$ cat src/rtl/ttl_sync_counter_n_if.sv
// Control, data and status bundle of a ttl_sync_counter_n stage.
// The master drives the load/enable/direction pins; the counter (slave) returns its state and flags.
interface ttl_sync_counter_n_if #(
   parameter int WIDTH = 4
);
   logic             LOAD_N;
   logic             ENP;
   logic             ENT;
   logic             DOWN;
   logic [WIDTH-1:0] D;
   logic [WIDTH-1:0] Q;
   logic             RCO;
   logic             MAXMIN;

   modport master (
      output LOAD_N, ENP, ENT, DOWN, D,
      input  Q, RCO, MAXMIN
   );

   modport slave (
      input  LOAD_N, ENP, ENT, DOWN, D,
      output Q, RCO, MAXMIN
   );
endinterface

$ cat src/rtl/ttl_sync_counter_n.sv
// Cascadable synchronous presettable modulo-N up/down counter (74161/74191 style)
// with supply-pin modelling: an unpowered part ignores clock and clear and keeps its state.
module ttl_sync_counter_n #(
   parameter int WIDTH     = 4,
   parameter int MODULUS   = 16,
   parameter int RESET_VAL = 0
) (
   input  logic                  CLK,
   input  logic                  CLR_N,
   input  logic                  VCC,
   input  logic                  GND,
   ttl_sync_counter_n_if.slave   bus
);

   localparam logic [WIDTH-1:0] ZERO_Q  = WIDTH'(32'd0);
   localparam logic [WIDTH-1:0] ONE_Q   = WIDTH'(32'd1);
   localparam logic [WIDTH-1:0] MAX_Q   = WIDTH'(MODULUS - 32'sd1);
   localparam logic [WIDTH-1:0] RST_Q   = WIDTH'(RESET_VAL);
   localparam logic [16:0]      MOD_EXT = 17'(MODULUS);

   logic             pg_s;
   logic             clr_gated_n_s;
   logic [16:0]      d_ext_s;
   logic [WIDTH-1:0] load_val_s;
   logic [WIDTH-1:0] q_next_s;
   logic             ts_s;
   logic [WIDTH-1:0] q_r;

   assign pg_s          = VCC & ~GND;
   // Clear only reaches the flops while powered; power returning under a held clear applies it then.
   assign clr_gated_n_s = CLR_N | ~pg_s;

   assign d_ext_s    = 17'(bus.D);
   assign load_val_s = WIDTH'(d_ext_s % MOD_EXT);

   // Next-state selection: load beats count, count needs both enables.
   always_comb begin
      q_next_s = q_r;
      if (!bus.LOAD_N) begin
         q_next_s = load_val_s;
      end else if (bus.ENP && bus.ENT) begin
         if (!bus.DOWN) begin
            q_next_s = (q_r == MAX_Q) ? ZERO_Q : (q_r + ONE_Q);
         end else begin
            q_next_s = (q_r == ZERO_Q) ? MAX_Q : (q_r - ONE_Q);
         end
      end else begin
         q_next_s = q_r;
      end
   end

   // Counter state: async clear when powered, frozen whenever power is bad.
   always_ff @(posedge CLK or negedge clr_gated_n_s) begin
      if (!clr_gated_n_s) begin
         q_r <= RST_Q;
      end else if (pg_s) begin
         q_r <= q_next_s;
      end else begin
         q_r <= q_r;
      end
   end

   // Terminal state depends on the live direction pin, so the flags follow DOWN between edges.
   always_comb begin
      ts_s = 1'b0;
      if (bus.DOWN) begin
         ts_s = (q_r == ZERO_Q);
      end else begin
         ts_s = (q_r == MAX_Q);
      end
   end

   assign bus.Q      = q_r;
   assign bus.MAXMIN = ts_s;
   assign bus.RCO    = ts_s & bus.ENT;

endmodule

$ cat src/flat_wrapper.sv
// flat-port wrapper written by rule: the top's interface ports become plain ports
module ttl_sync_counter_n_flat 
#(
   parameter int WIDTH     = 4,
   parameter int MODULUS   = 16,
   parameter int RESET_VAL = 0
)
  (CLK, CLR_N, VCC, GND, bus_LOAD_N, bus_ENP, bus_ENT, bus_DOWN, bus_D, bus_Q, bus_RCO, bus_MAXMIN);
  ttl_sync_counter_n_if #(.WIDTH(WIDTH)) bus_i ();
  input  logic CLK;
  input  logic CLR_N;
  input  logic VCC;
  input  logic GND;
  input wire logic [$bits(bus_i.LOAD_N)-1:0] bus_LOAD_N;
  input wire logic [$bits(bus_i.ENP)-1:0] bus_ENP;
  input wire logic [$bits(bus_i.ENT)-1:0] bus_ENT;
  input wire logic [$bits(bus_i.DOWN)-1:0] bus_DOWN;
  input wire logic [$bits(bus_i.D)-1:0] bus_D;
  output wire logic [$bits(bus_i.Q)-1:0] bus_Q;
  output wire logic [$bits(bus_i.RCO)-1:0] bus_RCO;
  output wire logic [$bits(bus_i.MAXMIN)-1:0] bus_MAXMIN;
  assign bus_i.LOAD_N = bus_LOAD_N;
  assign bus_i.ENP = bus_ENP;
  assign bus_i.ENT = bus_ENT;
  assign bus_i.DOWN = bus_DOWN;
  assign bus_i.D = bus_D;
  assign bus_Q = bus_i.Q;
  assign bus_RCO = bus_i.RCO;
  assign bus_MAXMIN = bus_i.MAXMIN;
  ttl_sync_counter_n #(.WIDTH(WIDTH), .MODULUS(MODULUS), .RESET_VAL(RESET_VAL)) u_core (.CLK(CLK), .CLR_N(CLR_N), .VCC(VCC), .GND(GND), .bus(bus_i));
endmodule
$ cat config.mk
export PLATFORM = sky130hd
export DESIGN_NAME = ttl_sync_counter_n_flat
export DESIGN_NICKNAME = d
export VERILOG_FILES = /design/src/rtl/ttl_sync_counter_n_if.sv /design/src/rtl/ttl_sync_counter_n.sv /design/src/flat_wrapper.sv
export SDC_FILE = /design/constraint.sdc
export NUM_CORES = 1
export LEC_CHECK = 0
export CAP_MARGIN = 20
export CORE_AREA = 2 2 39 41
export CTS_CLUSTER_SIZE = 8
export DETAILED_ROUTE_END_ITERATION = 7
export DIE_AREA = 0 0 41 43
export GPL_ROUTABILITY_DRIVEN = 0
export HOLD_SLACK_MARGIN = 0.15
export SYNTH_ARGS = -nofsm -noshare
export SYNTH_HDL_FRONTEND = slang
export SYNTH_SLANG_ARGS = --single-unit
$ cat constraint.sdc
create_clock -name CLK -period 1.6 [get_ports CLK]
set_input_delay 0.16 -clock CLK [delete_from_list [all_inputs] [get_ports CLK]]
set_output_delay 0.16 -clock CLK [all_outputs]
set_load 0.01 [all_outputs]
After elaboration in Yosys (flattened, before gate mapping):

Cells that the tools add are included.
Widths: inputs -> output; s select.

* register bits: 4
* bits in latches: 0
* bits in writable memories: 0
* bits in read-only memories: 0
* input port bits: 12
* output and inout bits: 6
* logic and storage cells: 19
* memories: 0

* add/sub/neg operators: 2
* $mul: 0
* divide/modulo/power cells: 0
* order comparisons: 0
* equal/unequal tests: 2
* shift-type cells: 0
* muxes and demuxes: 6
* bitwise operators: 5
* reductions and logical operators: 3

Operator list (count)
* $mux 4: 5
* $add 4x1->4 const B: 1
* $eq 4x4->1 const B: 1
* $logic_not 4->1: 1
* $sub 4x1->4 const B: 1
* $and 1x1->1: 2
* $ne 2x1->1 const B: 1
* $not 1->1: 2
* $reduce_and 2->1: 1
* $logic_and 1x1->1: 1
* $mux 1: 1
* $or 1x1->1: 1

Logic depth before layout (Yosys ltp):

Gate-level depths: netlist of the first run.

* word-level depth: 5
* depth in mapped cells: 6
* depth with buffers taken out: 6

Worst setup path before layout of the first run:

OpenSTA, ideal clock, no wires.

* path kind: reg2out
* start: reg u_core.q_r[0], in the netlist u_core.bus.Q[0]
* end: out bus_RCO
* arrival time: 1.403 ns
* required time: 1.440 ns
* setup slack: 0.037 ns
* stages on the path, launching flop included: 6
* path buffers: 0
* cell sequence: dfrtp_1 -> inv_1 -> ha_1 -> nand2_1 -> o31ai_1 -> and2_1

* longest elaborated chain between the ends: 3
* elaborated cells on any way between the ends: 4
* those cells by class: eq/ne: 1; mux: 1; bitwise: 1; reduce/logical: 1

RTL lines
* start: declaration: RTL line ttl_sync_counter_n.sv:27 `logic [WIDTH-1:0] q_r;`
* start signal: assignment: RTL line ttl_sync_counter_n.sv:57 `q_r <= q_next_s;`
* start signal: assignment: RTL line ttl_sync_counter_n.sv:59 `q_r <= q_r;`
* $eq 4x4->1 or $logic_not 4->1 (tied branches): RTL line ttl_sync_counter_n.sv:69, ttl_sync_counter_n.sv:67
* $mux 1 *: RTL line ttl_sync_counter_n.sv:66 `if (bus.DOWN) begin`
* named net bus_MAXMIN: RTL line flat_wrapper.sv:21 `output wire logic [$bits(bus_i.MAXMIN)-1:0] bus_MAXMIN;`
* $and 1x1->1 *: RTL line ttl_sync_counter_n.sv:75 `assign bus.RCO = ts_s & bus.ENT;`
* end: declaration: RTL line flat_wrapper.sv:20 `output wire logic [$bits(bus_i.RCO)-1:0] bus_RCO;`

Mark *: on every way through the listed nets, which the timed path passes. The rest lies on a longest branch.

Worst setup path in the final report of the first run:

* start: reg u_core.q_r[0], in the netlist u_core.bus.Q[0]
* end: out bus_RCO

* longest elaborated chain between the ends: 3
* elaborated cells on any way between the ends: 4
* those cells by class: eq/ne: 1; mux: 1; bitwise: 1; reduce/logical: 1

RTL lines (RTL line)
* $eq 4x4->1 or $logic_not 4->1 (tied branches): ttl_sync_counter_n.sv:69, ttl_sync_counter_n.sv:67
* $mux 1 *: ttl_sync_counter_n.sv:66
* $and 1x1->1 *: ttl_sync_counter_n.sv:75

Mark *: on every way between the ends. The rest lies on a longest branch, timed or not.

==> summary.md, run 1 <==
| Metric | Value |
|---|---|
| Status | `complete, but fails checks` |
| Cells after Synth | `46` |
| Synth Area in Simple Gates | `0.179` |
| Worst path required time | `1.44 ns` |
| Vias in the first global route | `437` |
| Initial core utilization | `0.268` |
| Layout area overhead | `85.5%` |
| Met2 routed WL | `~500 um` |
| WP data arrival | `1.44 ns` |
| Routed wire length | `1.12 mm` |
| Max-Cap Viols | `0` |
| Sink Count | `4` |
| Die Area | `0.00176 mm2` |
| Synth area leader | `dfrtp_1` |
| Initial DRC count | `10` |
| Ranking of synthesized cells by area | `dfrtp_1, ha_1, o21ai_0` |
| Slew @ Worst Pin | `0.354 ns` |
| Seq/Total Area, Yosys | `0.270` |
| Net Sw Frac | `0.362` |
| Yosys warns | `0` |
| CTS H-tree depth | `1` |
| Failing checks | `negative setup slack` |
| Vias per cell | `4.90` |
| Cell breakdown of the critical path | `ha_2 > and3b_1 > nand2_2 > o31ai_4 > and2_1 > buf_2` |
| Vias | `451` |
| XOR/XNOR Fraction of Synth Area | `0.0236` |
| Max reg flops | `4` |
| I/O Buffers | `17` |
| # hold bufs at CTS | `0` |
| Fmax achieved | `623 MHz` |
| CTS tree | `built` |
| Clock Power Share | `0.177` |
| Die Ht | `43 um` |
| Total negative setup slack | `-0.00498 ns` |
| Kind of cell adding the most delay to the critical path | `simple AND/OR/NAND/NOR gates` |
| Fin area | `687 um2` |
| Cell variety after synth | `27` |
| P_leak | `0.000303 uW` |
| DRC violations left | `0` |
| Gr ovfl total | `0` |
| Buf+Inv Stages, Crit Path | `1` |
| Endpoint class of the critical path | `output port` |
| Share of the synthesized area in the top cell type | `0.270` |
| Metal1 wirelength | `between 500 and 600 um` |
| Crit Path Category | `flip-flop to output port` |
| Pint | `450 uW` |
| Die X | `about 41 um` |
| Flop pwr share | `0.233` |
| Routed WL per cell | `12.2 um` |
| Synth Area in Compound Gates | `0.351` |
| Tot GR Track Use | `0.159` |
| Initial antenna violation count | `0` |
| Remaining antenna violation count | `0` |
| Pwr Density | `approximately 1000 mW/mm2` |
| Tcrit/Tclk final | `1.00` |
| CTS Buffer Depth | `2` |
| First-pass detailed-route iteration total | `4` |
| Max layer used | `met3` |
| Layout cells sized above 1 | `0.355` |
| Slew HR | `0.764` |
| Hold Crit Class | `input pin to async pin` |
| EDFF count, synth | `0` |
| Commonest non-fill, non-tap cell in the layout | `clkdlybuf4s50_1` |
| Met3 routed WL | `114 um` |
| Largest family of logic cells by synthesized area | `compound AO/OA/AOI/OAI gates` |
| Final setup vio count | `1` |
| Final setup margin | `-0.00498 ns` |
| Clk_lat worst skew | `0.24 ns` |
| Mapped Area | `370 um2` |
| Final min period | `1.60 ns` |
| Post-Synth Adder-Cell Area | `0.0676` |
| Commonest non-fill, non-tap cells in the layout | `clkdlybuf4s50_1, buf_4, o21ai_0` |
| Largest net degree at the start of global routing | `10` |
| Final #Nets | `roughly 90` |
| Combinational share of power | `0.590` |
| Core ar. | `0.00138 mm2` |
| Synth Net Count | `60` |
| Switching pwr | `255 uW` |
| Startpoint types | `flip-flop` |
| FFs w/ async S/R, synth | `1.00` |
| First-pass GRT wire length | `1.82 mm` |
| Worst Skew | `0.00569 ns` |
| CTS clock-pin slew for the worst setup and hold paths | `0.04 ns` |
| CTS root buffer | `clkbuf_4` |
| Flops & latches, synth | `4` |
| Final HPWL DP | `850 um` |
| Peak VDD IR | `0.727 mV` |
| Cts bufs inserted | `3` |
| Mean Syn Cell Area | `8.05 um2` |
| CP max stage cell | `dfrtp_1` |
| Most common flop cell mapped by yosys | `dfrtp_1` |
| RSZ-0062 raised after global routing | `yes` |
| Fin. Hold Viols | `0` |
| Max-slew violations | `0` |
| Placed cell area | `621 um2` |
| Critical-path maximum fanout | `3` |
| Post-synthesis mux area share | `0.0270` |
| # fillers | `141` |
| Cell Rows | `14` |
| ANT cells | `0` |
| Largest stage delay on the critical path | `0.41 ns` |
| I/O Pins | `18` |
## per-layer routing
metal  vias to the layer above  GRT usage
met1                       201      0.188
met4                         0     0.0400
met2                        18      0.238
met3                         0     0.0942
li1                        232          -
met5                         -          0
## stage by stage
stage	hold slack [ns]	cells	utilization	power (uW)	setup WS (ns)
global route	0.205	92	0.496	769	-0.0857
finish	0.194	92	0.496	705	-0.00498
CTS	0.194	92	0.501	710	-0.00336
detailed placement	0.438	87	0.448	527	-0.269
floorplan	-0.0363	46	-	336	0.0367
global placement	0.440	87	0.448	521	-0.220
## synthesized netlist by cell type (2+ instances only)
master and n:
a31oi_1 2, inv_1 4, o21ai_0 5, a21oi_1 3
nand2_1 6, dfrtp_1 4, ha_1 2
## power by group through the flow
| stage | Clock, uW | Sequential [uW] | Combinational [uW] |
|---|---|---|---|
| after floorplan | 0 | 173 | 163 |
| after CTS | 128 | 165 | 417 |
| final | 125 | 164 | 416 |
| after global placement | 0 | 155 | 367 |
| after detailed placement | 0 | 155 | 372 |
| after global routing | 139 | 167 | 462 |
## worst register-to-register path: cells and delay by family (launching register included)
kind,cells,cell delay (ns)
flops,1,0.41
fa+ha+maj,1,0.19
buf+inv,1,0.13
compound gates,4,0.72
## area by class of cell
class                   instances  area, um2  share of cell area
clock buffers                   3       22.5              0.0328
multi-input cells              36        279               0.406
repair buffers                 29        250               0.364
well taps                      16       20.0              0.0291
inverters                       4       15.0              0.0219
flip-flops and latches          4        100               0.146
## final timing paths
check,start,to,slack [ns],cells past startpoint
setup / recovery,u_core.bus.Q[0],bus_RCO,-0.005,6
hold / removal,CLR_N,u_core.bus.Q[0],0.19,2
setup reg to reg,u_core.bus.Q[0],u_core.bus.Q[3],0.07,6
hold reg to reg,u_core.bus.Q[1],u_core.bus.Q[1],0.72,3
max in group asynchronous,GND,u_core.bus.Q[1],1.13,3
min in group CLK,bus_D[1],u_core.bus.Q[1],0.56,3
## repair_timing
item / 4_1_cts / 5_1_grt
endpoints found under the setup margin: 2 / 4
pin swaps: 5 / 3
endpoints found under the hold margin: 0 / 0
resized for setup: 17 / 1
buffers inserted: 2 / 0
## logic make-up (layout without fill, tap and decap cells)
logic type	Yosys count	in the layout
compound gates	19	19
xor+xnor	1	1
fa+ha+maj	2	2
buf+inv	6	36
flops	4	4
mux	1	1
simple gates	13	13
(Power assumes the default switching activity.)
==> run 2, diff against run 1 <==
==> constraint.sdc (replaced) <==
create_clock -name CLK -period 1.6 [get_ports CLK]
set_input_delay 0.16 -clock CLK [delete_from_list [all_inputs] [get_ports CLK]]
set_output_delay 0.16 -clock CLK [all_outputs]
set_load 0.05 [all_outputs]
==> run 2 against run 1 <==
  * The flow still finishes with violations (negative setup slack)
  * Clock-buffer cell count did not move
  * Clock power barely moved
  * Power rose by 20%
  * First-iteration DRC count fell by 30%
  * Highest routed layer is now met4
==> summary.md, run 2 (same netlist as run 1, synthesis figures left out) <==
| Metric | Value |
|---|---|
| Initial DRC count | `7` |
| Buf+Inv Stages, Crit Path | `1` |
| Worst path required time | `1.44 ns` |
| Reg2Reg Setup Slack | `0.05 ns` |
| Tcrit/Tclk final | `1.02` |
| Critical-path maximum fanout | `4` |
| Die X | `41 um` |
| Metal1 wirelength | `roughly 430 um` |
| Max-Cap Viols | `0` |
| Layout cells sized above 1 | `0.447` |
| Fin. Hold Viols | `0` |
| Startpoint types | `flip-flop` |
| RSZ-0062 raised after global routing | `yes` |
| CTS Buffer Depth | `2` |
| WP data arrival | `1.47 ns` |
| Gr ovfl total | `0` |
| First-pass detailed-route iteration total | `3` |
| Vias per cell | `4.77` |
| Slew HR | `0.743` |
| Finished Core Util | `0.540` |
| DRC violations left | `0` |
| Cell breakdown of the critical path | `ha_4 > and3b_1 > nand2_2 > o31ai_4 > and2_4 > buf_12` |
| Endpoint class of the critical path | `output port` |
| Sink Count | `4` |
| Worst R2R Path Depth | `6` |
| Dpl ws | `0.0147 ns` |
| Vias in the first global route | `398` |
| CP max stage cell | `dfrtp_2` |
| Commonest non-fill, non-tap cells in the layout | `buf_4, clkdlybuf4s50_1, o21ai_0` |
| Max-slew violations | `0` |
| Die Area | `roughly 0.0018 mm2` |
| Slew @ Worst Pin | `0.385 ns` |
| Routed WL per cell | `11.2 um` |
| Final setup vio count | `2` |
| Pwr Density | `1130 mW/mm2` |
| Cts bufs inserted | `3` |
| Cell Rows | `14` |
| First-pass GRT wire length | `about 1.6 mm` |
| CTS clock-pin slew for the worst setup and hold paths | `about 0.040 ns` |
| Clk_lat worst skew | `around 0.24 ns` |
| Largest net degree at the start of global routing | `10` |
| Commonest non-fill, non-tap cell in the layout | `buf_4` |
| Routed wire length | `between 1 and 1.5 mm` |
| Met3 routed WL | `approximately 120 um` |
| CTS tree | `built` |
| Worst Skew | `0.00283 ns` |
| Peak VDD IR | `about 0.59 mV` |
| Final #Nets | `a little over 90` |
| Power, Total | `846 uW` |
| Met2 routed WL | `roughly 480 um` |
| Crit Reg-Reg Startpoint | `u_core.bus.Q[0]` |
| Final HPWL DP | `about 770 um` |
| Max layer used | `met4` |
| Largest stage delay on the critical path | `~0.44 ns` |
| Vias | `~440` |
| # hold bufs at CTS | `0` |
| CTS root buffer | `clkbuf_4` |
| Layout area overhead | `102%` |
| Kind of cell adding the most delay to the critical path | `flip-flops` |
| P_leak | `0.000323 uW` |
| Final setup margin | `-0.0294 ns` |
| Initial core utilization | `0.268` |
| CTS H-tree depth | `1` |
| ANT cells | `0` |
| I/O Pins | `18` |
| Max reg flops | `4` |
| Failing checks | `negative setup slack` |
| Core ar. | `between 0.001 and 0.0015 mm2` |
| Initial antenna violation count | `0` |
| Hold Crit Class | `input pin to async pin` |
| Crit Path Category | `flip-flop to output port` |
| Final min period | `1.63 ns` |
| Fmax achieved | `614 MHz` |
| Reg2Reg Capture Point | `u_core.bus.Q[3]` |
| I/O Buffers | `17` |
| Tot GR Track Use | `0.140` |
| Die Ht | `43 um` |
| Remaining antenna violation count | `0` |
| Status | `complete, but fails checks` |
==> run 2: final cells by class <==
class | instances | area [um2]
fillers | 147 | 637
repair buffers | 29 | 295
multi-input cells | 36 | 292
flip-flops and latches | 4 | 103
clock buffers | 3 | 22.5
well taps | 16 | 20.0
inverters | 4 | 15.0
==> run 2: power by group <==
group / switching [uW] / internal, uW / total [uW]
logic: 261 / 272 / 532
clock network: 43.8 / 84.0 / 128
registers: 56.5 / 130 / 186
total: 361 / 486 / 846
==> run 2: worst max-delay path by stage <==
stage | from | endpoint | cells after the start
finish | u_core.bus.Q[1] | bus_RCO | 6
global route | u_core.bus.Q[1] | bus_RCO | 6
CTS | u_core.bus.Q[1] | bus_RCO | 6
detailed placement | bus_DOWN | u_core.bus.Q[2] | 6
global placement | bus_DOWN | bus_RCO | 6
floorplan | u_core.bus.Q[1] | bus_RCO | 5
==> run 2: metal layers <==
metal / global-route usage / vias to the layer above
li1: - / 231
met1: 0.154 / 187
met2: 0.228 / 18
met3: 0.0681 / 3
met4: 0.0400 / 0
met5: 0 / -
==> run 2: what timing repair did <==
action	CTS	global route
gates resized for setup	3	0
buffers inserted	6	1
endpoints found under the setup margin	2	3
gates cloned	0	0
pin swaps	4	2
==> run 2: stage by stage <==
stage	hold WS [ns]	std cells	instance area, um2	setup TNS, ns
floorplan	-0.0363	46	409	-0.305
global placement	0.438	82	657	0
detailed placement	0.438	82	657	0
CTS	0.192	91	739	-0.0967
global route	0.192	92	747	-0.194
finish	0.190	92	747	-0.0521
==> run 3, diff against run 2 <==
--- a/config.mk
+++ b/config.mk
@@ -15,3 +15,4 @@
 export SYNTH_ARGS = -nofsm -noshare
 export SYNTH_HDL_FRONTEND = slang
 export SYNTH_SLANG_ARGS = --single-unit
+export TNS_END_PERCENT = 10
==> constraint.sdc (replaced) <==
create_clock -name CLK -period 2 [get_ports CLK]
set_input_delay 0.2 -clock CLK [delete_from_list [all_inputs] [get_ports CLK]]
set_output_delay 0.2 -clock CLK [all_outputs]
set_load 0.05 [all_outputs]
==> run 3 against run 2 <==
  * The run now ends clean
  * Setup slack gained 0.15 ns
  * Clock-buffer cell count is the same
  * Routed wire length shrank 12%
  * Final area shrank 16%
  * Global-route usage shrank 1.7 points
  * Combinational power shrank 40%
  * Cell count shrank 11%
  * Clock skew shrank 0.0021 ns
  * Non-clock buffer count shrank 10
  * Die area is the same
  * Critical path depth is the same
==> summary.md, run 3 (same netlist as run 1, synthesis figures left out) <==
| Metric | Value |
|---|---|
| Status | `completed` |
| Initial antenna violation count | `0` |
| Commonest non-fill, non-tap cells in the layout | `clkdlybuf4s50_1, nand2_1, o21ai_0` |
| Final setup vio count | `0` |
| Pwr Density | `905 mW/mm2` |
| Gr ovfl total | `0` |
| Met3 routed WL | `104 um` |
| Cts bufs inserted | `3` |
| Clk_lat worst skew | `0.23 ns` |
| CTS H-tree depth | `1` |
| Final setup margin | `0.119 ns` |
| Layout area overhead | `68.6%` |
| First-pass GRT wire length | `~1.5 mm` |
| Cell breakdown of the critical path | `inv_2 > ha_1 > nand2_2 > o31ai_4 > and2_4 > buf_12` |
| Die X | `41 um` |
| Critical-path maximum fanout | `9` |
| Largest net degree at the start of global routing | `11` |
| Slew @ Worst Pin | `0.489 ns` |
| Tcrit/Tclk final | `0.941` |
| I/O Buffers | `17` |
| Final min period | `1.88 ns` |
| Routed WL per cell | `approximately 11 um` |
| Final #Nets | `82` |
| Vias per cell | `about 5` |
| Peak VDD IR | `0.410 mV` |
| Met2 routed WL | `417 um` |
| Fin. Hold Viols | `0` |
| Worst path required time | `between 1.5 and 2 ns` |
| Hold Crit Class | `input pin to async pin` |
| CTS root buffer | `clkbuf_4` |
| Max-Cap Viols | `0` |
| Initial core utilization | `0.268` |
| ANT cells | `0` |
| Max-slew violations | `0` |
| Total negative setup slack | `0 ns` |
| Post-CTS Setup Bufs | `0` |
| Tot GR Track Use | `0.123` |
| Die Ht | `43 um` |
| P_leak | `0.000254 uW` |
| Buf+Inv Stages, Crit Path | `2` |
| # hold bufs at CTS | `0` |
| Cell Rows | `14` |
| Metal1 wirelength | `387 um` |
| Vias in the first global route | `370` |
| CTS clock-pin slew for the worst setup and hold paths | `0.04 ns` |
| Startpoint types | `flip-flop` |
| Remaining antenna violation count | `0` |
| Layout cells sized above 1 | `0.258` |
| Vias | `410` |
| Worst Skew | `about 0.00075 ns` |
| # fillers | `around 140` |
| Sink Count | `4` |
| Kind of cell adding the most delay to the critical path | `flip-flops` |
| WP data arrival | `1.68 ns` |
| I/O Pins | `18` |
| Die Area | `0.00176 mm2` |
| Max layer used | `met3` |
| First-pass detailed-route iteration total | `2` |
| Endpoint class of the critical path | `output port` |
| Core ar. | `roughly 0.0014 mm2` |
| Area of the multi-input gates | `~260 um2` |
| Max reg flops | `4` |
| Crit Path Category | `flip-flop to output port` |
| Slew HR | `0.673` |
| RSZ-0062 raised after global routing | `no` |
| Register area | `103 um2` |
| CTS tree | `built` |
| CTS Buffer Depth | `2` |
| Dpl ws | `0.264 ns` |
| CP max stage cell | `dfrtp_2` |
| Cts repair resizes | `0` |
| DRC violations left | `0` |
| Initial DRC count | `2` |
| Routed wire length | `909 um` |
| Fmax achieved | `around 530 MHz` |
| Largest stage delay on the critical path | `0.46 ns` |
| Commonest non-fill, non-tap cell in the layout | `clkdlybuf4s50_1` |
run 3: cell types whose count changed in the layout (fill, tap and decap cells not counted):
cell | before | now
buf_12 | 4 | 2
buf_4 | 14 | 2
clkdlybuf4s50_1 | 11 | 15
ha_1 | 0 | 2
ha_4 | 2 | 0
nand2_1 | 4 | 5
nand2_4 | 1 | 0
run 3: metrics by stage:
stage	std cells	total power, uW	hold WS [ns]	utilization	area, um2
global placement	79	468	0.478	0.435	602
global route	82	611	0.236	0.451	624
finish	82	565	0.236	0.451	624
floorplan	46	360	0.00366	-	392
detailed placement	79	471	0.472	0.435	602
CTS	82	575	0.226	0.451	624
run 3: path summary, 6_finish.rpt:
| check | startpoint | end | slack [ns] | depth (start not counted) |
|---|---|---|---|---|
| max | u_core.bus.Q[0] | bus_RCO | 0.12 | 6 |
| min | CLR_N | u_core.bus.Q[3] | 0.24 | 2 |
| max reg2reg | u_core.bus.Q[0] | u_core.bus.Q[3] | 0.48 | 5 |
| min reg2reg | u_core.bus.Q[1] | u_core.bus.Q[1] | 0.65 | 2 |
| max in group asynchronous | GND | u_core.bus.Q[0] | 1.50 | 3 |
| min in group CLK | bus_D[1] | u_core.bus.Q[1] | 0.60 | 3 |
run 3: area by class of cell:
| cell class | instances | share of cell area |
|---|---|---|
| multi-input combinational | 36 | 0.415 |
| timing repair buffer | 19 | 0.329 |
| sequential | 4 | 0.164 |
| clock buffer | 3 | 0.0361 |
| tap | 16 | 0.0321 |
| inverter | 4 | 0.0240 |
run 3: routing by layer:
layer | GRT usage | vias up
li1 | - | 209
met1 | 0.160 | 183
met2 | 0.181 | 18
met3 | 0.0628 | 0
met4 | 0.0200 | 0
met5 | 0 | -
run 3: power breakdown:
group          internal, uW  leakage, uW  switching [uW]
Combinational           140     0.000198             178
Sequential              104    0.0000417            43.8
Clock                  67.1    0.0000138            32.3
